<file path="config.mk">
export PLATFORM = sky130hd
export DESIGN_NAME = bldc_commute_ctrl
export DESIGN_NICKNAME = d
export VERILOG_FILES = /design/src/rtl/bldc_commute_ctrl.sv
export SDC_FILE = /design/constraint.sdc
export NUM_CORES = 1
export LEC_CHECK = 0
export ABC_AREA = 0
export CORE_UTILIZATION = 36
export CTS_CLUSTER_DIAMETER = 50
export DETAILED_ROUTE_END_ITERATION = 10
export PLACE_DENSITY = 0.56
export SLEW_MARGIN = 10
export SYNTH_ARGS = -nofsm -noshare
export SYNTH_HDL_FRONTEND = slang
export SYNTH_SLANG_ARGS = --single-unit
</file>
<file path="constraint.sdc">
create_clock -name clk -period 2.1 [get_ports clk]
set_input_delay 0.42 -clock clk [delete_from_list [all_inputs] [get_ports clk]]
set_output_delay 0.42 -clock clk [all_outputs]
set_load 0.1 [all_outputs]
</file>
<file path="src/rtl/bldc_commute_ctrl.sv">
// Six-step hall-commutated BLDC gate sequencer: hall synchronizer, high-side PWM,
// dead-time insertion on every sector/direction change and a latched fault shutdown.
module bldc_commute_ctrl #(
  parameter int PWM_BITS    = 10,
  parameter int DEAD_CYCLES = 25
) (
  input  logic                clk,
  input  logic                reset,
  input  logic                enable,
  input  logic                dir,
  input  logic [PWM_BITS-1:0] duty,
  input  logic                SA_in,
  input  logic                SB_in,
  input  logic                SC_in,
  input  logic                hall_fault,
  input  logic                clear_fault,
  output logic                AH,
  output logic                AL,
  output logic                BH,
  output logic                BL,
  output logic                CH,
  output logic                CL,
  output logic [1:0]          state,
  output logic                fault_latched
);
  localparam logic [1:0] S_IDLE  = 2'd0;
  localparam logic [1:0] S_DEAD  = 2'd1;
  localparam logic [1:0] S_RUN   = 2'd2;
  localparam logic [1:0] S_FAULT = 2'd3;
  localparam logic [PWM_BITS-1:0] PCNT_LAST = {{(PWM_BITS-1){1'b1}}, 1'b0};
  localparam int DW = (DEAD_CYCLES > 1) ? $clog2(DEAD_CYCLES) : 1;
  localparam logic [DW-1:0] DCNT_LAST = DW'(DEAD_CYCLES - 1);

  logic [2:0]          sync1_q, hs_q;
  logic [PWM_BITS-1:0] pcnt_q, duty_q;
  logic [1:0]          state_q, state_d;
  logic [DW-1:0]       dcnt_q, dcnt_d;
  logic [3:0]          applied_q, applied_d, prev_q;
  logic [5:0]          gates_q, gates_d;
  logic [2:0]          tbl_hi, tbl_lo, hi_oh, lo_oh;
  logic [3:0]          cur_dh;
  logic                hs_valid, pwm_on, run_d;

  assign cur_dh   = {dir, hs_q};
  assign hs_valid = (hs_q != 3'b000) && (hs_q != 3'b111);
  assign pwm_on   = (pcnt_q < duty_q);

  always_ff @(posedge clk) begin
    if (reset) begin
      sync1_q <= '0;
      hs_q    <= '0;
      pcnt_q  <= '0;
      duty_q  <= '0;
    end else begin
      sync1_q <= {SA_in, SB_in, SC_in};
      hs_q    <= sync1_q;
      pcnt_q  <= (pcnt_q == PCNT_LAST) ? '0 : pcnt_q + 1'b1;
      if (pcnt_q == '0) duty_q <= duty;
    end
  end

  always_ff @(posedge clk) begin
    if (reset) begin
      state_q   <= S_IDLE;
      dcnt_q    <= '0;
      applied_q <= '0;
      prev_q    <= '0;
      gates_q   <= '0;
    end else begin
      state_q   <= state_d;
      dcnt_q    <= dcnt_d;
      applied_q <= applied_d;
      prev_q    <= cur_dh;
      gates_q   <= gates_d;
    end
  end

  // Priority: fault > disable > sector/direction change.
  always_comb begin
    state_d   = state_q;
    dcnt_d    = dcnt_q;
    applied_d = applied_q;
    if (state_q == S_FAULT) begin
      if (clear_fault && hall_fault && !enable) state_d = S_IDLE;
    end else if (!hall_fault || ((state_q != S_IDLE) && !hs_valid)) begin
      state_d = S_FAULT;
    end else if (!enable) begin
      state_d = S_IDLE;
    end else begin
      case (state_q)
        S_IDLE: if (hs_valid) begin
          state_d = S_DEAD;
          dcnt_d  = '0;
        end
        S_DEAD: begin
          if (cur_dh != prev_q) begin
            dcnt_d = '0;
          end else if (dcnt_q == DCNT_LAST) begin
            state_d   = S_RUN;
            applied_d = cur_dh;
          end else begin
            dcnt_d = dcnt_q + 1'b1;
          end
        end
        S_RUN: if (cur_dh != applied_q) begin
          state_d = S_DEAD;
          dcnt_d  = '0;
        end
        default: ;
      endcase
    end
  end

  // Forward commutation table as one-hot {A,B,C}; reverse swaps high and low.
  always_comb begin
    tbl_hi = 3'b000;
    tbl_lo = 3'b000;
    case (applied_d[2:0])
      3'b100: begin tbl_hi = 3'b100; tbl_lo = 3'b001; end
      3'b110: begin tbl_hi = 3'b010; tbl_lo = 3'b001; end
      3'b010: begin tbl_hi = 3'b010; tbl_lo = 3'b100; end
      3'b011: begin tbl_hi = 3'b001; tbl_lo = 3'b100; end
      3'b001: begin tbl_hi = 3'b001; tbl_lo = 3'b010; end
      3'b101: begin tbl_hi = 3'b100; tbl_lo = 3'b010; end
      default: ;
    endcase
    hi_oh = applied_d[3] ? tbl_hi : tbl_lo;
    lo_oh = applied_d[3] ? tbl_lo : tbl_hi;
  end

  assign run_d = (state_d == S_RUN);

  for (genvar gi = 0; gi < 3; gi++) begin : g_phase
    assign gates_d[5-2*gi] = run_d & hi_oh[2-gi] & pwm_on;
    assign gates_d[4-2*gi] = run_d & lo_oh[2-gi];
  end

  assign {AH, AL, BH, BL, CH, CL} = gates_q;
  assign state         = state_q;
  assign fault_latched = (state_q == S_FAULT);
endmodule

</file>
Yosys cells after proc, flatten, opt, wreduce, memory -nomap -nowiden

Index checks and enable logic that the tools add are counted.

Divide/modulo/power cells: 0
Bitwise gates (word level): 11
Multiplexer cells: 24
Reductions and logical operators: 21
$mul: 0
Magnitude comparators: 1
Shift-type cells: 0
Equality and inequality tests: 18
$add $sub $neg: 2

Operators by type and width:

| cell                                                 | number |
|---|---|
| two-way mux 4 bit                                    | 6 |
| two-way mux 5 bit                                    | 4 |
| one-hot mux 3 bit (3 select lines)                   | 2 |
| two-way mux 2 bit                                    | 8 |
| one-hot mux 5 bit (3 select lines)                   | 1 |
| OR reduction 2 bit                                   | 7 |
| adder 10 x 1 -> 10 bit (second input constant)       | 1 |
| equality test 10 bit (second input constant)         | 1 |
| zero test 10 bit                                     | 1 |
| less-than comparator 10 bit                          | 1 |
| AND 1 bit                                            | 9 |
| equality test 3 bit (second input constant)          | 3 |
| != test 4 bit                                        | 2 |
| AND reduction 7 bit                                  | 1 |
| equality test 2 bit (second input constant)          | 3 |
| equality test 3 x 2 -> 1 bit (second input constant) | 2 |
| two-way mux 3 bit                                    | 2 |
| != test 3 bit (second input constant)                | 2 |
| one-hot mux 2 bit (3 select lines)                   | 1 |
| nonzero test 3 bit                                   | 2 |
| adder 5 x 1 -> 5 bit (second input constant)         | 1 |
| equality test 5 bit (second input constant)          | 1 |
| logical AND 1 bit                                    | 4 |
| != test 2 bit (second input constant)                | 2 |
| other kinds (7)                                      | 10 |

Output and inout bits: 9
ROM bits: 0
Input bits: 19
Bits in writable memories: 0
Logic and storage cells: 86
Register bits after elaboration: 47
Latch bits: 0
Memories kept: 0

Logic depth before layout (Yosys ltp)

Gate-level depths: netlist of run 1.

Word-level depth: 13
Gate-level depth with buffers: 7
Gate-level depth less buffers: 7

Least setup slack after synthesis of run 1

Ideal clock, no wire load.

Path type: register -> register
Start: register state_q[1], in the netlist state[1]
End: register gates_q[1]
Path slack: -335 ps
Data arrival time: 2343 ps
Library setup time: 92 ps
Stages on the path, launching flop included: 5
Clock period less this slack: 2435 ps
Cells stage by stage: dfxtp_1 -> o2111ai_2 -> a2111oi_4 -> o2111ai_2 -> nor4_1

Cells in the longest elaborated chain, start to end: 11
Elaborated cells between the ends (all ways): 38
Those cells by class: 10 x eq/ne; 16 x mux; 2 x bitwise; 10 x reduce/logical

RTL lines:

| what                                                                      | RTL line | text |
|---|---|---|
| start, declared                                                           | 36       | `logic [1:0] state_q, state_d;` |
| start signal, assigned                                                    | 70       | `state_q <= state_d;` |
| equality test 2 x 1 -> 1 bit / nonzero test 2 bit (equally long branches) | 90, 85   |  |
| two-way mux 4 bit / logical AND 1 bit (equally long branches)             | 90, 85   |  |
| two-way mux 4 bit / logical OR 1 bit (equally long branches)              | 87, 85   |  |
| two-way mux 4 bit                                                         | 85       | `end else if (!hall_fault \|\| ((state_q != S_IDLE) && !hs_valid)) begin` |
| two-way mux 4 bit                                                         | 83       | `if (state_q == S_FAULT) begin` |
| equality test 3 bit (tied with other cells)                               | 118      | `case (applied_d[2:0])` |
| OR reduction 2 bit (no source line)                                       | --       |  |
| one-hot mux 3 bit (3 select lines)                                        | 118      |  |
| two-way mux 3 bit                                                         | 127      | `hi_oh = applied_d[3] ? tbl_hi : tbl_lo;` |
| AND 1 bit * (2 in series)                                                 | 134      | `assign gates_d[5-2*gi] = run_d & hi_oh[2-gi] & pwm_on;` |
| end signal, assigned                                                      | 74       | `gates_q <= gates_d;` |
| end, declared                                                             | 39       | `logic [5:0] gates_q, gates_d;` |

Mark *: on every way between the ends. The rest lies on a longest branch, timed or not.
A chain may end at the register's enable or synchronous reset.

Worst setup path in the final report of run 1

Start: input dir
End: register gates_q[5]

Cells in the longest elaborated chain, start to end: 12
Elaborated cells between the ends (all ways): 32
Those cells by class: 9 x eq/ne; 15 x mux; 2 x bitwise; 6 x reduce/logical

RTL lines:

| what                                        | RTL line | text |
|---|---|---|
| start, declared                             | 10       | `input logic dir,` |
| != test 4 bit                               | 96       | `if (cur_dh != prev_q) begin` |
| two-way mux 4 bit                           | 96       |  |
| two-way mux 4 bit                           | 90       | `case (state_q)` |
| two-way mux 4 bit                           | 87       | `end else if (!enable) begin` |
| two-way mux 4 bit                           | 85       |  |
| two-way mux 4 bit                           | 83       |  |
| equality test 3 bit (tied with other cells) | 118      |  |
| OR reduction 2 bit (no source line)         | --       |  |
| one-hot mux 3 bit (3 select lines)          | 118      |  |
| two-way mux 3 bit                           | 127      |  |
| AND 1 bit * (2 in series)                   | 134      |  |

Marks and branches as above.

==> metrics, run 1 <==
Synth area leaders dfxtp_1 (37%), mux2i_1 (7.1%), ha_1 (6.9%); Synth Instances 287; GRT Util Overall 15.91%; Vias 2,063; r2r setup slk roughly 180 ps; worst path cell trace clkdlybuf4s50_1 > xnor2_2 > nand4_4 > nor4_4 > buf_12 > mux2i_1 > nor4_2; Final ANT Viol Nets 0; Critical Path RT between 2000 and 2500 ps; busiest grt layer met2; Syn Nets 320; io pins 28; Detailed Route WL 5301 µm; filler instances around 680; maximum vdd drop between 0.0002 and 0.0003 V; Reg clk slew, reported paths approximately 90 ps; Hold Path Sink hs_q[2]$_SDFF_PP0_; met2 Track Usage GR between 20% and 30%; initial antenna violation count 0; starting density of the core 37.33%; syn_area_per_cell between 8 and 9 µm²; vias in the first global route 1,908; top-area cell type share of the netlist area roughly 37%; routed length per instance around 13 µm; nature of the critical path startpoint input pin; pre-CTS WS -261.9 ps; crit end category flip-flop; hpwl dp 3930 µm; Final Setup Violations 0; vias per cell 4.889; Die ar. 7424 µm²; GPL Wtd Cong 0.8408; area of the mapped netlist 2550 µm²; leakage power 1.231 nW; min Tclk post-route 2036 ps; skew final 5.462 ps; critical path class in2reg; core area 6832 µm²; Design Area, Final between 3000 and 4000 µm²; area leader, netlist dfxtp_1; area delta synth->final 22.62%; Post-synth top flop dfxtp_1; non-filler cells, final 422; # diodes 0; Least-Margin Pin Slew 429.7 ps; placed cell areas 3007 µm²; post-synthesis async set-or-reset flop share 0%; Pins Over Slew Limit 0; TritonCTS clock tree built; Hold Fails Final Rpt 0; worst reg2reg startpoint dcnt_q[0]$_SDFFE_PP0P_; Final Core Density 45.77%; row count 30; Yosys warning total 0; Port Buf Inserts 27; sequential share of the synthesized area 36.90%; met1 usage 22.82%; Pre-Repair DR Iteration Count 4; slowest CP cell clkdlybuf4s50_1; EDFF count, synth 0; dpl cells 415; HP Class reg2reg; clk sinks 47; P per Cell Area 626.4 nW/µm²; max_cap viols 0; status finished clean; Critical Path Fanout Max 13; Fmax 491.1 MHz; nets 359; Min-Delay Startpoint sync1_q[2]$_SDFF_PP0_; Initial DRC Count 94; worst-skew pair later-pin latency about 300 ps; biggest cell delay along the critical path 520 ps; drt drc 0; Slew headroom 71.35%; final worst slack 63.63 ps; H-tree depth 2; Netlist cell types 49; Congestion Overflow GR 0; height of the die 86.16 µm; first-pass GRT wire length 9315 µm; Root Buffer clkbuf_8; Synth Register Bits 47; Hold Crit Depth 1; share of post-route cells with drive strength above 1 14.72%; FF-to-FF End gates_q[5]$_SDFF_PP0_; crit path DAT 2210 ps; clk buf depth 2; largest net degree at the start of global routing 24; period utilisation layout 96.97%; die width 86.16 µm; FF-to-FF path depth 7; CTS buffer count 5; GR Util met3 3.657%
placed cells by master (no fill, tap or decap), types with 3 or more instances in the layout:
| cell type | instances |
|---|---|
| nor3_1 | 3 |
| xor2_1 | 6 |
| nand2_1 | 20 |
| a21o_1 | 3 |
| nand2b_1 | 5 |
| inv_1 | 20 |
| clkdlybuf4s50_1 | 18 |
| dfxtp_1 | 44 |
| ha_1 | 14 |
| o311ai_0 | 3 |
| clkbuf_8 | 5 |
| xnor2_1 | 3 |
| nor2b_1 | 13 |
| a21oi_1 | 7 |
| mux2i_1 | 18 |
| dfxtp_2 | 3 |
| nor4_1 | 3 |
| o21ai_0 | 13 |
| nand4_1 | 3 |
| nand3_1 | 9 |
| a211oi_1 | 6 |
| nor2_1 | 41 |
| buf_4 | 25 |
worst max path at each step:
stage                                   start  cells past startpoint                     to
after floorplan           state[1]$_SDFF_PP0_                      4  gates_q[1]$_SDFF_PP0_
after global placement                    dir                      7    state[0]$_SDFF_PP0_
after detailed placement                  dir                      6  gates_q[5]$_SDFF_PP0_
after CTS                  hs_q[2]$_SDFF_PP0_                      6  gates_q[5]$_SDFF_PP0_
after global routing                      dir                      7  gates_q[5]$_SDFF_PP0_
final                                     dir                      7  gates_q[5]$_SDFF_PP0_
logic make-up after synthesis:
logic type	count (synthesis)	share of synthesized area, %
AO/OA/AOI/OAI	49	14.57
XOR/XNOR	12	5.447
adder cells (fa/ha/maj)	14	6.870
buffers and inverters	33	5.839
flip-flops	47	36.90
multiplexers	18	7.066
AND/OR/NAND/NOR	114	23.31
flip-flops by register name, indices dropped and copies added, names as in the netlist:
signal / count
state: 2
sync1_q: 3
hs_q: 3
gates_q: 6
prev_q: 4
duty_q: 10
pcnt_q: 10
dcnt_q: 5
applied_q: 4
what timing repair did:
action | CTS | global route
endpoints found under the setup margin | 0 | 8
gates resized for setup | 0 | 3
hold buffers | 0 | 0
buffers inserted | 0 | 0
where the power goes:
| group | switching, W | internal (W) | leakage [nW] | total [W] |
|---|---|---|---|---|
| sequential | 0.0000361 | 0.000927 | 0.384 | 0.000963 |
| combinational | 0.000186 | 0.000153 | 0.797 | 0.000340 |
| clock | 0.000307 | 0.000348 | 0.0502 | 0.000656 |
| total | 0.000530 | 0.00143 | 1.23 | 0.00196 |
synthesized netlist by cell type (5+ instances only):
cell,instances
ha_1,14
o21ai_0,13
nor2_1,41
nor2b_1,13
a211oi_1,6
nand2_1,20
a21oi_1,7
mux2i_1,18
nand3_1,9
dfxtp_1,47
xor2_1,6
inv_1,20
nor4_1,5
nand2b_1,5
clkbuf_1,6
stage by stage:
stage               TNS (ps)  power [W]  hold slack (ps)
CTS                        0   0.001987            444.2
global placement       -2587   0.001320            422.3
global route          -22.46   0.002062            458.5
detailed placement     -2759   0.001322            422.0
floorplan                  0   0.001205            413.8
finish                     0   0.001959            439.2
layer usage:
layer  routed length [µm]  part of all wire (%)  up-vias
met5                    0                     0        -
met4                   49                  0.92        0
met3                  188                   3.5        4
met2                 2292                    43       39
met1                 2770                    52      941
li1                     -                     -     1079
area by class of cell:
| class | instances | area (µm²) | share of cell area (%) |
|---|---|---|---|
| clock buffer | 5 | 68.82 | 2.201 |
| clock inverter | 2 | 37.54 | 1.200 |
| inverter | 20 | 75.07 | 2.401 |
| multi-input combinational | 207 | 1473 | 47.10 |
| sequential | 47 | 944.7 | 30.21 |
| tap | 96 | 120.1 | 3.842 |
| timing repair buffer | 45 | 407.9 | 13.05 |
critical path, delay by kind of cell:
kind,cells,cell delay (ps)
muxes,1,250
xor gates and xnor gates,1,250
buffers and inverters,2,710
and+or+nand+nor,3,580
No activity file was read; power rests on OpenSTA's default activity.
==> run 2, diff against run 1 <==
--- a/config.mk
+++ b/config.mk
@@ -9,7 +9,8 @@
 export CORE_UTILIZATION = 36
 export CTS_CLUSTER_DIAMETER = 50
 export DETAILED_ROUTE_END_ITERATION = 10
-export PLACE_DENSITY = 0.56
+export DONT_BUFFER_PORTS = 1
+export PLACE_DENSITY = 0.51
 export SLEW_MARGIN = 10
 export SYNTH_ARGS = -nofsm -noshare
 export SYNTH_HDL_FRONTEND = slang
==> run 2 against run 1 <==
Register-to-register slack worse by 30 ps; power is 4.9% lower; critical endpoint unchanged; critical path type is now reg2reg; first-iteration DRC count is 17% lower.
==> metrics, run 2 (synthesis gave the netlist of run 1 again) <==
Final Setup Violations 0; clk sinks 47; DR top layer met4; Largest delay share family, worst path simple AND/OR/NAND/NOR gates; Critical Path Fanout Max 7; worst-skew pair later-pin latency 300 ps; Fmax between 500 and 600 MHz; Final Power 0.001864 W; clk buf depth 2; # diodes 0; nature of the critical path startpoint flip-flop; initial antenna violation count 0; first-pass GRT wire length just over 9000 µm; HP Class in2reg; nets between 300 and 400; hpwl dp 3945 µm; Slew headroom between 60% and 70%; Initial DRC Count 78; Detailed Route WL about 5400 µm; height of the die ~86 µm; critical path class reg2reg; Pre-Repair DR Iteration Count 4; Hold Fails Final Rpt 0; vias in the first global route 1,886; largest net degree at the start of global routing 30; die width 86.16 µm; cts hold-fix bufs 0; starting density of the core between 30 and 40%; core area 6832 µm²; period utilisation layout approximately 90%; Least-Margin Pin Slew 482.5 ps; Buf/Inv on CP 1; min Tclk post-route about 1900 ps; biggest cell delay along the critical path around 430 ps; DRT met1 WL approximately 2800 µm; GPL Wtd Cong 0.8514; Die ar. between 7000 and 8000 µm²; H-tree depth 2; leakage power 1.130 nW; max_cap viols 0; Crit path top cell by count nor4_2; Port Buf Inserts 0; Pins Over Slew Limit 0; row count 30; status finished clean; P per Cell Area 640.3 nW/µm²; area delta synth->final 14.13%; Root Buffer clkbuf_8; Reg clk slew, reported paths 90 ps; metal3 WL approximately 150 µm; Vias 1,990; TritonCTS clock tree built; crit end category flip-flop; skew final slightly below 10 ps; Final ANT Viol Nets 0; metal2 WL 2368 µm; leading registers by flop count duty_q (10), pcnt_q (10), gates_q (6); Critical Path RT 2320 ps; routed length per instance 13.51 µm; Congestion Overflow GR 0; slowest CP cell dfxtp_1; worst path cell trace buf_4 > xnor2_4 > a41oi_1 > nor4_2 > o2111ai_2 > nor4_2; CTS buffer count 5; Hold WS 177.8 ps; share of post-route cells with drive strength above 1 14.52%; crit path DAT 2170 ps; io pins 28; drt drc 0; commonest non-fill, non-tap cell in the layout dfxtp_1; most frequent cells in the layout dfxtp_1 (45), nor2_1 (41), inv_1 (20), nand2_1 (20), buf_4 (19); maximum vdd drop between 0.0004 and 0.0005 V; setup TNS 0 ps; GRT Util Overall ~16%; vias per cell 4.987
## run 2: cell types whose count changed in the layout (fill, tap and decap cells not counted)
cell	previous run	this run
dfxtp_2	3	2
clkbuf_8	5	7
nor4_2	2	4
nor4_1	3	1
bufinv_16	1	0
buf_4	25	19
clkdlybuf4s50_1	18	0
dfxtp_1	44	45
## run 2: cell type report
| cell class | count | area [µm²] |
|---|---|---|
| fillers | 723 | 3921 |
| flip-flops and latches | 47 | 943.4 |
| clock inverters | 1 | 7.507 |
| well taps | 96 | 120.1 |
| clock buffers | 7 | 96.34 |
| inverters | 20 | 75.07 |
| multi-input cells | 207 | 1485 |
| repair buffers | 21 | 182.7 |
## run 2: repair_timing
| item | in CTS | in global routing |
|---|---|---|
| setup buffers | 0 | 2 |
| hold endpoints to repair | 0 | 0 |
| setup endpoints to repair | 0 | 3 |
| gates resized for setup | 0 | 4 |
## run 2: path summary, 6_finish.rpt
check	slack, ps	startpoint	endpoint	cells past startpoint
worst max-delay path	150	hs_q[2]$_SDFF_PP0_	gates_q[5]$_SDFF_PP0_	6
worst min-delay path	180	reset	prev_q[2]$_SDFF_PP0_	1
worst max register to register	150	hs_q[2]$_SDFF_PP0_	gates_q[5]$_SDFF_PP0_	6
worst min register to register	440	sync1_q[2]$_SDFF_PP0_	hs_q[2]$_SDFF_PP0_	1
## run 2: metrics by stage
stage	setup WS [ps]	utilization (%)	instance area [µm²]	instances
6_report	151.6	42.60	2910	399
5_1_grt	-32.19	42.60	2910	399
4_1_cts	146.9	42.01	2870	397
3_5_place_dp	190.1	40.49	2766	389
3_3_place_gp	229.3	40.49	2766	389
2_1_floorplan	66.96	-	2552	287
## run 2: layer usage
| layer | up-vias | track usage, % |
|---|---|---|
| met5 | - | 0 |
| met4 | 0 | 6.970 |
| met3 | 10 | 3.272 |
| met2 | 23 | 24.17 |
| met1 | 920 | 21.53 |
| li1 | 1037 | - |
## run 2: power breakdown
group          switching, W  total [W]  internal [W]
Combinational      0.000171   0.000287      0.000116
Sequential        0.0000328   0.000960      0.000927
Clock              0.000316   0.000616      0.000300
